<file path="config.mk">
export PLATFORM = sky130hd
export DESIGN_NAME = spi_master
export DESIGN_NICKNAME = d
export VERILOG_FILES = /design/src/rtl/spi_pkg.sv /design/src/rtl/spi_master.sv
export SDC_FILE = /design/constraint.sdc
export NUM_CORES = 1
export LEC_CHECK = 0
export ABC_AREA = 1
export CAP_MARGIN = 10
export CORE_ASPECT_RATIO = 0.7
export CORE_MARGIN = 10
export CORE_UTILIZATION = 47
export DETAILED_ROUTE_END_ITERATION = 10
export PLACE_DENSITY = 0.75
export SLEW_MARGIN = 20
export SYNTH_ARGS = -nofsm -noshare
export SYNTH_HDL_FRONTEND = slang
export SYNTH_SLANG_ARGS = --single-unit
export TNS_END_PERCENT = 1
</file>
<file path="constraint.sdc">
create_clock -name clk -period 1.4 [get_ports clk]
set_input_delay 0.28 -clock clk [delete_from_list [all_inputs] [get_ports clk]]
set_output_delay 0.28 -clock clk [all_outputs]
set_load 0.03 [all_outputs]
</file>
<file path="src/rtl/spi_pkg.sv">
`default_nettype none
// ============================================================================
//  Package     : spi_pkg
//  Description : Shared types and constants for the SPI master that drives
//                the single-clock SPI slave/RAM wrapper.
//                - opcode_e : 2-bit command opcode carried in cmd[9:8]
//                - state_e  : master frame sequencer states
//                - CMD_W / DATA_W : command and reply widths
//  Revision    : 1.0 - initial release
// ============================================================================
package spi_pkg;

    localparam int CMD_W  = 10;
    localparam int DATA_W = 8;

    typedef enum logic [1:0] {
        WR_ADDR = 2'b00,
        WR_DATA = 2'b01,
        RD_ADDR = 2'b10,
        RD_DATA = 2'b11
    } opcode_e;

    typedef enum logic [2:0] {
        ST_IDLE      = 3'd0,
        ST_START     = 3'd1,
        ST_SHIFT_OUT = 3'd2,
        ST_WAIT_RD   = 3'd3,
        ST_SHIFT_IN  = 3'd4,
        ST_END       = 3'd5
    } state_e;

    // Largest of three values; sizes the shared gap/latency counter.
    function automatic int max3(input int a, input int b, input int c);
        int m;
        m = (a > b) ? a : b;
        return (m > c) ? m : c;
    endfunction

endpackage
`default_nettype wire

</file>
<file path="src/rtl/spi_master.sv">
`default_nettype none
// ============================================================================
//  Module      : spi_master
//  Description : SPI initiator. Accepts 10-bit command words from a host via
//                a valid/ready handshake, frames them MSB first on SS_n/MOSI
//                and, for read-data commands (opcode 2'b11), captures the
//                8-bit MISO reply and returns it with a one-cycle pulse.
//  Ports       :
//    clk        in   clock, all logic on posedge
//    rst_n      in   synchronous active-low reset
//    cmd_valid  in   host presents a command
//    cmd_data   in   [9:8] opcode, [7:0] address/data
//    cmd_ready  out  high only while idle
//    MISO       in   serial data from slave
//    MOSI       out  serial data to slave
//    SS_n       out  active-low frame select
//    rd_valid   out  one-cycle pulse qualifying rd_data
//    rd_data    out  captured reply byte, held until next read completes
//    busy       out  high in every state except idle
//  Revision    : 1.0 - initial release
// ============================================================================
module spi_master
    import spi_pkg::*;
#(
    parameter int GAP_CYCLES = 1,
    parameter int RD_LATENCY = 2,
    parameter int IDLE_GAP   = 1
) (
    input  logic              clk,
    input  logic              rst_n,
    input  logic              cmd_valid,
    input  logic [CMD_W-1:0]  cmd_data,
    output logic              cmd_ready,
    input  logic              MISO,
    output logic              MOSI,
    output logic              SS_n,
    output logic              rd_valid,
    output logic [DATA_W-1:0] rd_data,
    output logic              busy
);

    localparam int c_cnt_max = max3(GAP_CYCLES, RD_LATENCY, IDLE_GAP);
    localparam int c_cnt_w   = $clog2(c_cnt_max + 1);

    localparam logic [c_cnt_w-1:0] c_gap_last  = c_cnt_w'(GAP_CYCLES - 1);
    localparam logic [c_cnt_w-1:0] c_lat_last  = c_cnt_w'(RD_LATENCY - 1);
    localparam logic [c_cnt_w-1:0] c_idle_last = c_cnt_w'(IDLE_GAP - 1);
    localparam logic [3:0]         c_out_last  = 4'(CMD_W - 1);
    localparam logic [3:0]         c_in_last   = 4'(DATA_W - 1);

    // Zero-length phases would make the sequencer skip states entirely.
    if (GAP_CYCLES < 1) begin : g_chk_gap
        $error("spi_master: GAP_CYCLES must be at least 1");
    end
    if (RD_LATENCY < 1) begin : g_chk_lat
        $error("spi_master: RD_LATENCY must be at least 1");
    end
    if (IDLE_GAP < 1) begin : g_chk_idle
        $error("spi_master: IDLE_GAP must be at least 1");
    end

    state_e               r_state;
    state_e               w_state_next;
    logic [c_cnt_w-1:0]   r_gap_cnt;
    logic [3:0]           r_bit_cnt;
    logic [CMD_W-1:0]     r_cmd;
    logic [DATA_W-1:0]    r_shift_in;
    logic [DATA_W-1:0]    r_rd_data;
    logic                 r_rd_valid;
    logic                 w_accept;
    opcode_e              w_op;

    assign w_op     = opcode_e'(r_cmd[CMD_W-1 -: 2]);
    assign rd_valid = r_rd_valid;
    assign rd_data  = r_rd_data;

    // ------------------------------------------------------------------
    // State register
    // ------------------------------------------------------------------
    always_ff @(posedge clk) begin
        if (!rst_n) begin
            r_state <= ST_IDLE;
        end else begin
            r_state <= w_state_next;
        end
    end

    // ------------------------------------------------------------------
    // Next-state and frame outputs. SS_n/MOSI decode straight from the
    // registered state so a reset edge releases the bus at that edge.
    // ------------------------------------------------------------------
    always_comb begin
        w_state_next = r_state;
        cmd_ready    = 1'b0;
        busy         = 1'b1;
        SS_n         = 1'b0;
        MOSI         = 1'b0;
        w_accept     = 1'b0;

        case (r_state)
            ST_IDLE: begin
                cmd_ready = 1'b1;
                busy      = 1'b0;
                SS_n      = 1'b1;
                if (cmd_valid) begin
                    w_accept     = 1'b1;
                    w_state_next = ST_START;
                end
            end
            ST_START: begin
                // MOSI pre-drives the first bit during the slave's check cycle.
                MOSI = r_cmd[CMD_W-1];
                if (r_gap_cnt == c_gap_last) begin
                    w_state_next = ST_SHIFT_OUT;
                end
            end
            ST_SHIFT_OUT: begin
                MOSI = r_cmd[c_out_last - r_bit_cnt];
                if (r_bit_cnt == c_out_last) begin
                    w_state_next = (w_op == RD_DATA) ? ST_WAIT_RD : ST_END;
                end
            end
            ST_WAIT_RD: begin
                if (r_gap_cnt == c_lat_last) begin
                    w_state_next = ST_SHIFT_IN;
                end
            end
            ST_SHIFT_IN: begin
                if (r_bit_cnt == c_in_last) begin
                    w_state_next = ST_END;
                end
            end
            ST_END: begin
                SS_n = 1'b1;
                if (r_gap_cnt == c_idle_last) begin
                    w_state_next = ST_IDLE;
                end
            end
            default: begin
                w_state_next = ST_IDLE;
            end
        endcase
    end

    // ------------------------------------------------------------------
    // Datapath: command capture, phase counters, MISO capture.
    // Both counters restart on every state change so each phase counts
    // from zero regardless of how the previous phase ended.
    // ------------------------------------------------------------------
    always_ff @(posedge clk) begin
        if (!rst_n) begin
            r_cmd      <= '0;
            r_gap_cnt  <= '0;
            r_bit_cnt  <= '0;
            r_shift_in <= '0;
            r_rd_data  <= '0;
            r_rd_valid <= 1'b0;
        end else begin
            if (w_accept) begin
                r_cmd <= cmd_data;
            end

            if (w_state_next != r_state) begin
                r_gap_cnt <= '0;
                r_bit_cnt <= '0;
            end else begin
                if (r_state inside {ST_START, ST_WAIT_RD, ST_END}) begin
                    r_gap_cnt <= r_gap_cnt + 1'b1;
                end
                if (r_state inside {ST_SHIFT_OUT, ST_SHIFT_IN}) begin
                    r_bit_cnt <= r_bit_cnt + 1'b1;
                end
            end

            r_rd_valid <= 1'b0;
            if (r_state == ST_SHIFT_IN) begin
                r_shift_in <= {r_shift_in[DATA_W-2:0], MISO};
                // Last sample goes straight into rd_data so the pulse lines
                // up with the first END cycle.
                if (r_bit_cnt == c_in_last) begin
                    r_rd_data  <= {r_shift_in[DATA_W-2:0], MISO};
                    r_rd_valid <= 1'b1;
                end
            end
        end
    end

    // ------------------------------------------------------------------
    // Protocol properties
    // ------------------------------------------------------------------
    a_ss_low_in_shift: assert property (@(posedge clk) disable iff (!rst_n)
        (r_state inside {ST_SHIFT_OUT, ST_SHIFT_IN}) |-> !SS_n);

    a_rd_valid_pulse: assert property (@(posedge clk) disable iff (!rst_n)
        rd_valid |=> !rd_valid);

    a_rd_valid_op: assert property (@(posedge clk) disable iff (!rst_n)
        rd_valid |-> (w_op == RD_DATA));

endmodule
`default_nettype wire

</file>
==> key figures, run 1 <==
Synthesis
  – Mapped Nets: 239
  – Area leader, netlist: dfxtp_1
  – Share of the synthesized area in the top cell type: 43.9%
  – Synth cell count leaders: dfxtp_1 (35), nand2_1 (32), nor2_1 (29)
  – Distinct cells, synth: 21
  – Ys flop type: dfxtp_1
  – Register bit total from synthesis: 35
  – Async SR Flop Fraction: 0%
  – Top-count cell post-synth: dfxtp_1
  – Mapped Area: 1600 µm²
  – Seq/Total Area, Yosys: 43.9%
  – Synth warn: 0
  – Ranking of synthesized cells by area: dfxtp_1 (44%), nand3_1 (7.8%), o21ai_0 (7.5%)
  – Synth Instances: 220
  – Post-synthesis average cell area: 7.25 µm²
  – Post-synth EDFFs: 0

Die
  – Starting Density: 49.7%
  – Die height: 68.7 µm
  – Core box area: 3210 µm²
  – Ports: 27
  – Die area: 6160 µm²
  – Die W: 89.6 µm
  – # rows: 17

Global routing
  – Vias in the first global route: 1450
  – First-pass GRT wire length: 6580 µm
  – GR Util met1: 18.7%
  – Largest net degree at the start of global routing: 14
  – Gr busiest metal: met2
  – M3 GR Usage: 3.86%
  – Total track usage: 13.5%
  – GR Util met2: 20.2%
  – GR Overflow Total: 0
  – Initial antenna violation count: 0

Timing
  – Final max-slew violation count: 0
  – Minimum clock period after layout: 1.81 ns
  – Fin crit share: 129%
  – Max Freq: 552 MHz
  – Final setup TNS: -1.24 ns
  – # setup viols final: 10
  – Fin. Hold Viols: 0
  – RSZ-0062 raised after global routing: yes
  – Worst slew margin: 79.1%
  – Clock Skew: 0.00485 ns
  – Setup WS post-layout: -0.410 ns
  – Slew @ Worst Pin: 0.314 ns

Clock network
  – Clock sink count: 35
  – CTS tree: yes
  – Reg clk slew, reported paths: 0.07 ns
  – Skew-Pair Late Insertion Delay: 0.28 ns
  – Max Root-Sink Buffers: 2
  – CTS H-tree lvls: 2
  – Root Driver: clkbuf_8
  – CTS buffer count: 5
  – Hold-fix buffers, CTS: 0

Routing
  – Pre-antenna DRT Iters: 4
  – Drt first-iter violations: 88
  – Final ANT Viol Nets: 0
  – Via Count: 1531
  – WL final: 3850 µm
  – Residual DRC count: 0
  – Post-DR vias/cell: 4.88
  – Drt wl/cell: 12.3 µm

Power
  – Worst vdd ir: 0.638 mV
  – PD cells: 1030 nW/µm²
  – Design Power: 2.26 mW
  – Pleak: 0.944 nW

Setup path
  – Critical path class: reg2out
  – Worst-path maximum fanout: 6
  – Crit path capture type: output pin
  – Worst path required time: 1.12 ns
  – Worst Setup Start Kind: register
  – WP data arrival: 1.53 ns

Finish
  – Final net count: 285
  – Ant diodes: 0
  – Fraction of layout cells with a size suffix above 1: 21.3%
  – Final-layout fill cell count: 279
  – Sequential cell area: 707 µm²
  – Area occupied by multi-input gates: 812 µm²
  – Area Growth Syn to Fin: 36.9%

Outcome
  – Status: complete, but fails checks
  – Failing checks: setup timing

Placement
  – Port Buffers: 26
  – Final HPWL DP: 2950 µm
  – Final Wtd Congestion: 0.869

Hold path
  – Min-Delay Path Class: reg2reg

Run
  – Max-cap viol count: 0
## worst max-delay path, cell delays in order (launching register included)
cell     delay (ns)
dfxtp_4        0.35
buf_4          0.16
a21oi_1        0.13
o21ai_0        0.11
nand3_1        0.09
nand2_1        0.07
nor2_2         0.13
o21ai_4        0.07
buf_6          0.14
## path summary, 6_finish.rpt
check | start | to | slack [ns] | depth (start not counted)
max | r_bit_cnt[1]$_SDFFE_PP0P_ | MOSI | -0.41 | 8
min | r_cmd[1]$_SDFFE_PN0P_ | r_cmd[1]$_SDFFE_PN0P_ | 0.46 | 2
max reg2reg | r_state[0]$_SDFF_PN0_ | r_bit_cnt[0]$_SDFFE_PP0P_ | -0.07 | 8
min reg2reg | r_cmd[1]$_SDFFE_PN0P_ | r_cmd[1]$_SDFFE_PN0P_ | 0.46 | 2
## cells by family (layout without fill, tap and decap cells)
family	Yosys count	count (layout)	synth area share (%)
AND/OR/NAND/NOR	94	94	26.1
AO/OA/AOI/OAI	45	45	14.6
buffers and inverters	36	83	8.71
flip-flops	35	35	43.9
adder cells (fa/ha/maj)	5	5	3.92
XOR/XNOR	5	5	2.74
## metrics by stage
step	util, %	hold WS (ns)	cells	setup WS, ns	instance area, µm²
after floorplan	-	0.383	220	-0.0904	1620
after global placement	63.9	0.447	306	-0.131	2050
after detailed placement	63.9	0.448	306	-0.138	2050
after CTS	67.6	0.461	314	-0.428	2170
after global routing	68.0	0.468	314	-0.552	2180
final	68.0	0.465	314	-0.410	2180
## state kept, by name, summed over array words and instances, names as in the netlist
name and count:
r_cmd 10, rd_data 8, rd_valid 1, r_state 3
r_bit_cnt 4, r_shift_in 7, r_gap_cnt 2
## repair_timing
item	4_1_cts	5_1_grt
buffers inserted	0	0
endpoints found under the setup margin	20	20
hold endpoints to repair	0	0
gates resized for setup	18	6
pin swaps	3	2
## placed cells by master, fill, tap and decap left out, drive strengths merged, types with 9 or more instances in the layout
master	synthesis	routed
a21oi	17	17
nand3	27	27
dfxtp	35	35
nand2	33	33
nor2	33	33
inv	28	28
o21ai	24	24
buf	3	24
dlygate4sd2	0	9
clkdlybuf4s50	0	13
## per-layer routing
layer  part of all wire [%]  wire, µm  up-vias
met5                      0         0        -
met4                   0.36        14        0
met3                    6.9       266        2
met2                     44      1680       42
met1                     49      1890      686
li1                       -         -      801
## power by group
group / internal (mW) / switching, mW / total (mW)
combinational: 0.159 / 0.226 / 0.385
sequential: 1.03 / 0.0329 / 1.06
clock: 0.448 / 0.363 / 0.810
## final cells by class
| class | instances | share of cell area [%] |
|---|---|---|
| Clock buffer | 7 | 4.41 |
| Clock inverter | 1 | 0.344 |
| Inverter | 29 | 5.04 |
| Multi-Input combinational cell | 149 | 37.2 |
| Sequential cell | 35 | 32.4 |
| Tap cell | 47 | 2.69 |
| Timing Repair Buffer | 46 | 18.0 |
(Power assumes the default switching activity.)
==> run 2: changes to the inputs <==
Settings changed: CELL_PAD_IN_SITES_DETAIL_PLACEMENT from default to 0, CELL_PAD_IN_SITES_GLOBAL_PLACEMENT from default to 1, CORE_UTILIZATION 47 to 33, CTS_CLUSTER_SIZE from default to 14, PLACE_DENSITY 0.75 to default, PLACE_DENSITY_LB_ADDON from default to 0.1.
==> run 2 against run 1 <==
  * Power is 0.97% higher
  * Critical path depth stayed put
  * Fmax is 0.32% lower
  * First-iteration DRC count is 3.4% lower
  * Clock power hardly changed
  * Wire length is 8.5% higher
  * Die area is 31% higher
  * The run still ends with setup timing left
  * Highest routed layer unchanged
  * Count of clock-buffer cells in the layout is 1 higher
  * Worst setup slack worse by 0.0058 ns
==> key figures, run 2 (synthesis results as in run 1) <==
Outcome
  – Status: complete, but fails checks
  – Failing checks: setup timing

Finish
  – Largest register by flop count: r_cmd
  – Most frequent cells in the layout: dfxtp_1 (32), nand2_1 (31), nor2_1 (27), buf_4 (27), nand3_1 (24)
  – Area occupied by multi-input gates: 807 µm² (-0.62%)
  – Final-layout fill cell count: 489 (+75%)
  – Sequential cell area: 709 µm² (+0.35%)
  – Fraction of layout cells with a size suffix above 1: 22.1% (+0.79 points)
  – Largest register FFs: 10 (unchanged)
  – Ant diodes: 0 (unchanged)
  – Area Growth Syn to Fin: 39.4%
  – Final net count: 289 (+1.4%)
  – Layout Cells excl Fill: 328 (+4.5%)
  – Commonest non-fill, non-tap cell in the layout: dfxtp_1

Power
  – Sequential Power Share: 46.8% (-0.3 points)
  – PD cells: 1030 nW/µm² (-0.79%)
  – Combinational fraction of design power: 17.7% (+0.7 points)
  – Int Power: 1.66 mW (+1.1%)
  – Clock share of power: 35.4% (-0.5 points)
  – Pleak: 0.968 nW (+2.5%)
  – Worst vdd ir: 0.475 mV (-25%)
  – Sw frac: 27.4% (-0.11 points)
  – Sw Pwr: 0.626 mW (+0.58%)

Global routing
  – Initial antenna violation count: 0 (unchanged)
  – Largest net degree at the start of global routing: 18 (+4)
  – GR Overflow Total: 0 (unchanged)
  – Vias in the first global route: 1397 (-3.7%)
  – First-pass GRT wire length: 7130 µm (+8.4%)
  – Total track usage: 11.1% (-2.4 points)

Die
  – Die W: 103 µm (+15%)
  – Die area: 8060 µm² (+31%)
  – # rows: 21 (+4)
  – Starting Density: 33.7% (-16 points)
  – Ports: 27 (unchanged)
  – Core box area: 4730 µm² (+47%)
  – Die height: 78.2 µm (+14%)

Clock network
  – Skew-Pair Late Insertion Delay: 0.28 ns (about the same)
  – CTS buffer count: 5 (unchanged)
  – CTS tree: yes
  – Root Driver: clkbuf_8
  – Hold-fix buffers, CTS: 0 (unchanged)
  – Reg clk slew, reported paths: 0.07 ns (about the same)
  – Clock sink count: 35 (unchanged)
  – Max Root-Sink Buffers: 2 (unchanged)
  – CTS H-tree lvls: 2 (unchanged)

Placement
  – Port Buffers: 26 (unchanged)
  – Final HPWL DP: 3260 µm (+10%)
  – Final Wtd Congestion: 0.781 (-10%)
  – Worst Setup Slack post-DPL: -0.190 ns (-0.0524 ns)
  – Cell count after placement: 320 (+4.6%)

Setup path
  – WP data arrival: 1.54 ns (about the same)
  – Critical path class: reg2out
  – Worst-path maximum fanout: 3 (-3)
  – Worst R2R Start: r_state[0]$_SDFF_PN0_
  – Crit path capture type: output pin
  – Worst path required time: 1.12 ns (about the same)
  – Critical-path top delay cell: dfxtp_4
  – Worst setup path startpoint: r_bit_cnt[1]$_SDFFE_PP0P_
  – Worst Setup Start Kind: register
  – Critical-path cell list: inv_4 -> ha_4 -> inv_2 -> o211ai_1 -> o21ai_1 -> nand2_1 -> o21ai_4 -> buf_6
  – CP peak stage delay: 0.37 ns (+0.02 ns)

Hold path
  – Min-Delay Path Class: reg2reg
  – Min-delay src: r_cmd[5]$_SDFFE_PN0P_

Timing
  – Final max-slew violation count: 0 (unchanged)
  – Fin. Hold Viols: 0 (unchanged)
  – Slew @ Worst Pin: 0.322 ns (+0.00840 ns)
  – Minimum clock period after layout: 1.82 ns (+0.00582 ns)
  – Clock Skew: 0.00729 ns (+0.00244 ns)
  – RSZ-0062 raised after global routing: yes
  – # setup viols final: 10 (unchanged)
  – Setup WS post-layout: -0.416 ns (-0.00582 ns)
  – Final setup TNS: -1.38 ns (-0.136 ns)
  – Worst slew margin: 78.6% (-0.56 points)
  – Fin crit share: 130% (+0.42 points)
  – Max Freq: 551 MHz (-0.32%)

Routing
  – Final ANT Viol Nets: 0 (unchanged)
  – Via Count: 1507 (-1.6%)
  – Drt first-iter violations: 85 (-3.4%)
  – WL final: 4180 µm (+8.5%)
  – Residual DRC count: 0 (unchanged)
  – Pre-antenna DRT Iters: 4 (unchanged)
  – Drt wl/cell: 12.7 µm (+3.9%)
  – Post-DR vias/cell: 4.59 (-5.8%)

Run
  – Max-cap viol count: 0 (unchanged)
[run 2: routing by layer]
layer  track usage (%)  up-vias  wire (µm)
li1                  -      814          -
met1              17.7      662       2420
met2              13.1       29       1490
met3              3.85        2        234
met4              2.49        0         29
met5                 0        -          0
[run 2: final timing paths]
check | end | slack, ns | depth (start not counted)
setup reg to reg | r_bit_cnt[0]$_SDFFE_PP0P_ | -0.08 | 8
setup / recovery | MOSI | -0.42 | 8
hold reg to reg | r_cmd[5]$_SDFFE_PN0P_ | 0.45 | 2
hold / removal | r_cmd[5]$_SDFFE_PN0P_ | 0.45 | 2
[run 2: power groups by stage]
stage	combinational [mW]	clock [mW]	sequential [mW]
2_1_floorplan	0.229	0	1.08
3_3_place_gp	0.395	0	1.09
3_5_place_dp	0.392	0	1.09
4_1_cts	0.406	0.832	1.07
5_1_grt	0.450	0.889	1.08
6_report	0.405	0.809	1.07
[run 2: area by class of cell]
type	instances	area share, %
multi-input combinational	149	36.3
inverter	29	5.06
sequential	35	31.9
tap	57	3.21
clock buffer	8	4.50
timing repair buffer	50	19.0
[run 2: per-stage QoR]
stage / utilization (%) / hold WS [ns] / cell area (µm²) / power [mW]
detailed placement: 44.3 / 0.439 / 2100 / 1.48
finish: 47.0 / 0.451 / 2220 / 2.28
floorplan: - / 0.383 / 1620 / 1.31
CTS: 46.7 / 0.452 / 2210 / 2.31
global route: 47.0 / 0.488 / 2220 / 2.41
global placement: 44.3 / 0.448 / 2100 / 1.48
[run 2: worst max-delay path: cells and delay by family (launching register included)]
family                     cells  cell delay, ns
adders and majority gates      1            0.23
AOI/OAI and AO/OA              3            0.33
and+or+nand+nor                1            0.10
DFF                            1            0.37
buffers and inverters          3            0.23
[run 2: repair_timing]
| action | in CTS | in global routing |
|---|---|---|
| pin swaps | 2 | 0 |
| endpoints found under the setup margin | 28 | 20 |
| buffers inserted | 0 | 0 |
| hold endpoints to repair | 0 | 0 |
| gates resized for setup | 18 | 9 |
==> patch (settings of run 2) <==
The parameter `RD_LATENCY` goes from 2 to 4.
--- a/src/rtl/spi_master.sv
+++ b/src/rtl/spi_master.sv
@@ -25,3 +25,3 @@
     parameter int GAP_CYCLES = 1,
-    parameter int RD_LATENCY = 2,
+    parameter int RD_LATENCY = 4,
     parameter int IDLE_GAP   = 1
Formal check against the unedited RTL: same outputs for any inputs over 10 cycles, from zero or initial values and one cycle with rst_n low; that may be too few to reach the edited logic, so the function may still have changed.
==> patch against run 2 <==
Worst setup slack gained 73 ps. Cell count grew 14%. Routed wire length grew 12%. Sequential cell count grew 1. Sequential share of layout area shrank 2.7 points. Clock power shrank 8.4%. Area after synthesis grew 9.8%. Fmax grew 4.2%. Combinational power grew 23%. The flow still finishes with violations (setup timing). Final area grew 12%. Power grew 2.0%.
==> patch: results (changes against run 2) <==
Outcome:
- Result of the run: finished with violations (unchanged).
- Failing checks: setup timing (unchanged).

Setup path:
- The critical-path cell with the highest stage delay is dfxtp_2 (was dfxtp_4).
- The worst setup path endpoint is MOSI (unchanged).
- The largest fanout on the critical path is 3 (unchanged).
- The worst reg2reg path endpoint is r_gap_cnt[0] (was r_bit_cnt[0]).
- The maximum cell stage delay along the critical path came to 350 ps (was 370 ps).
- The critical register-to-register path startpoint is r_gap_cnt[0] (was r_state[0]).

Detailed routing:
- The number of violations reported at the end of detailed-routing iteration 0 was 52 (was 85).
- The met2 wirelength from detailed routing is 2.041 mm (was 1.492 mm).
- The met3 routed wirelength is 180 um (was 234 um).
- The routed wirelength normalized by instance count is 12.50 um (was 12.74 um).
- The average via count per standard cell is 4.440 (was 4.595).
- The routed metal-1 wire length is 2.393 mm (was 2.424 mm).

GRT:
- The met1 track demand over resource in global routing came to 14.66% (was 17.66%).
- The largest net degree at the start of global routing came to 17 (was 18).
- The routing usage on met2 came to 17.94% (was 13.14%).
- The global routing usage on met3 is 3.557% (was 3.850%).
- The total routing resource utilization after global routing is 11.60% (was 11.07%).
- The wire length of the first global-routing pass is 8.024 mm (was 7.127 mm).
- The via count of the first global-routing pass is 1,756 (was 1,397).

Yosys:
- The share of flip-flops with an asynchronous set or reset is 0% (unchanged).
- The portion of the post-synthesis area used by sequential elements is 41.14% (was 43.92%).
- The share of the synthesized netlist area taken by xor and xnor gates is 2.500% (was 2.745%).
- The adder-cell area share of the yosys netlist came to 4.286% (was 3.922%).
- The number of unique standard cell types used by synthesis is 23 (was 21).
- The synthesized netlist net count is 262 (was 239).
- The compound-gate portion of the synthesized area came to 12.43% (was 14.59%).
- The multiplexer fraction of the synthesized cell area was 0.5714% (was 0%).
- Top cells by count, synth: nand2_1, inv_1, dfxtp_1 (was dfxtp_1, nand2_1, nor2_1).

Power and ir drop:
- The reported combinational group power is 500 uW (was 405 uW).
- The clock-net power came to 741 uW (was 809 uW).
- The part of the power in combinational logic is 21.5% (was 17.7%).
- The maximum VDD drop is 460.9 uV (was 475.1 uV).
- The reported net switching power is 694.1 uW (was 625.5 uW).
- The leakage power figure came to 0.001124 uW (was 0.0009677 uW).

Placement:
- The cell total after placement is 366 (was 320).
- The placer's final routability congestion estimate is 0.8808 (was 0.7805).
- The final HPWL from detailed placement was 3.578 mm (was 3.260 mm).
- The number of I/O port buffers is 26 (unchanged).
- The cell area after placement is 2322 um2 (was 2096 um2).
- The post-placement setup slack came to -171.7 ps (was -190.3 ps).

Layout:
- The final standard cell count with taps included and fillers excluded is 375 (was 328).
- The final layout net count is 323 (was 289).
- The share of layout cells above drive strength 1 came to 27.39% (was 22.14%).

STA:
- The post-route setup TNS was -1180 ps (was -1376 ps).
- The number of pins with negative max-slew slack in the final report is 0 (unchanged).
- The setup clock skew after layout is 5.571 ps (was 7.286 ps).
- The relative max-transition margin was 78.24% (was 78.59%).
- The final setup violation count was 19 (was 10).
- The final critical-path setup slack is -342.7 ps (was -416.0 ps).
## patch: cell types whose count changed in the layout (fill, tap and decap cells not counted), moves of 4 or more
| cell | change |
|---|---|
| inv_1 | +12 |
| buf_6 | +5 |
| o21ai_1 | -4 |
| dfxtp_2 | +4 |
| nand3_1 | -5 |
| nand3_2 | +4 |
| nand2_1 | +5 |
| nand2_2 | +4 |
| buf_4 | +5 |
## patch: cell type report
class                      instances  area (um2)
sequential                        36       726.9
timing repair buffer              61       536.8
clock inverter                     2       12.51
tap                               72       90.09
multi-input combinational        160       905.9
inverter                          39       146.4
fill                             540        2715
clock buffer                       5       68.82
## patch: how the worst min path moves through the flow
stage | startpoint | endpoint | slack, ps | cells past startpoint
after global placement | r_cmd[6] | r_cmd[6] | 440 | 2
after detailed placement | r_cmd[6] | r_cmd[6] | 450 | 2
after CTS | r_cmd[6] | r_cmd[6] | 460 | 2
after global routing | r_cmd[2] | r_cmd[2] | 480 | 2
after floorplan | MISO | rd_data[0] | 380 | 2
final | r_cmd[6] | r_cmd[6] | 450 | 2
## patch: repair_timing
item,CTS,global route
gates resized for setup,32,3
buffers inserted,1,1
setup endpoints to repair,28,24
pin swaps,7,0
hold buffers,0,0
hold endpoints to repair,0,0
## patch: kinds of logic after synthesis
| family | Yosys count |
|---|---|
| adder cells (fa/ha/maj) | 6 |
| AND/OR/NAND/NOR | 107 |
| AO/OA/AOI/OAI | 41 |
| multiplexers | 1 |
| buffers and inverters | 46 |
| flip-flops | 36 |
| XOR/XNOR | 5 |
## patch: tightest hold or removal path, cell delays in order (launching register included)
cell and delay [ps]:
dfxtp_1 300, inv_1 60, a21oi_1 50
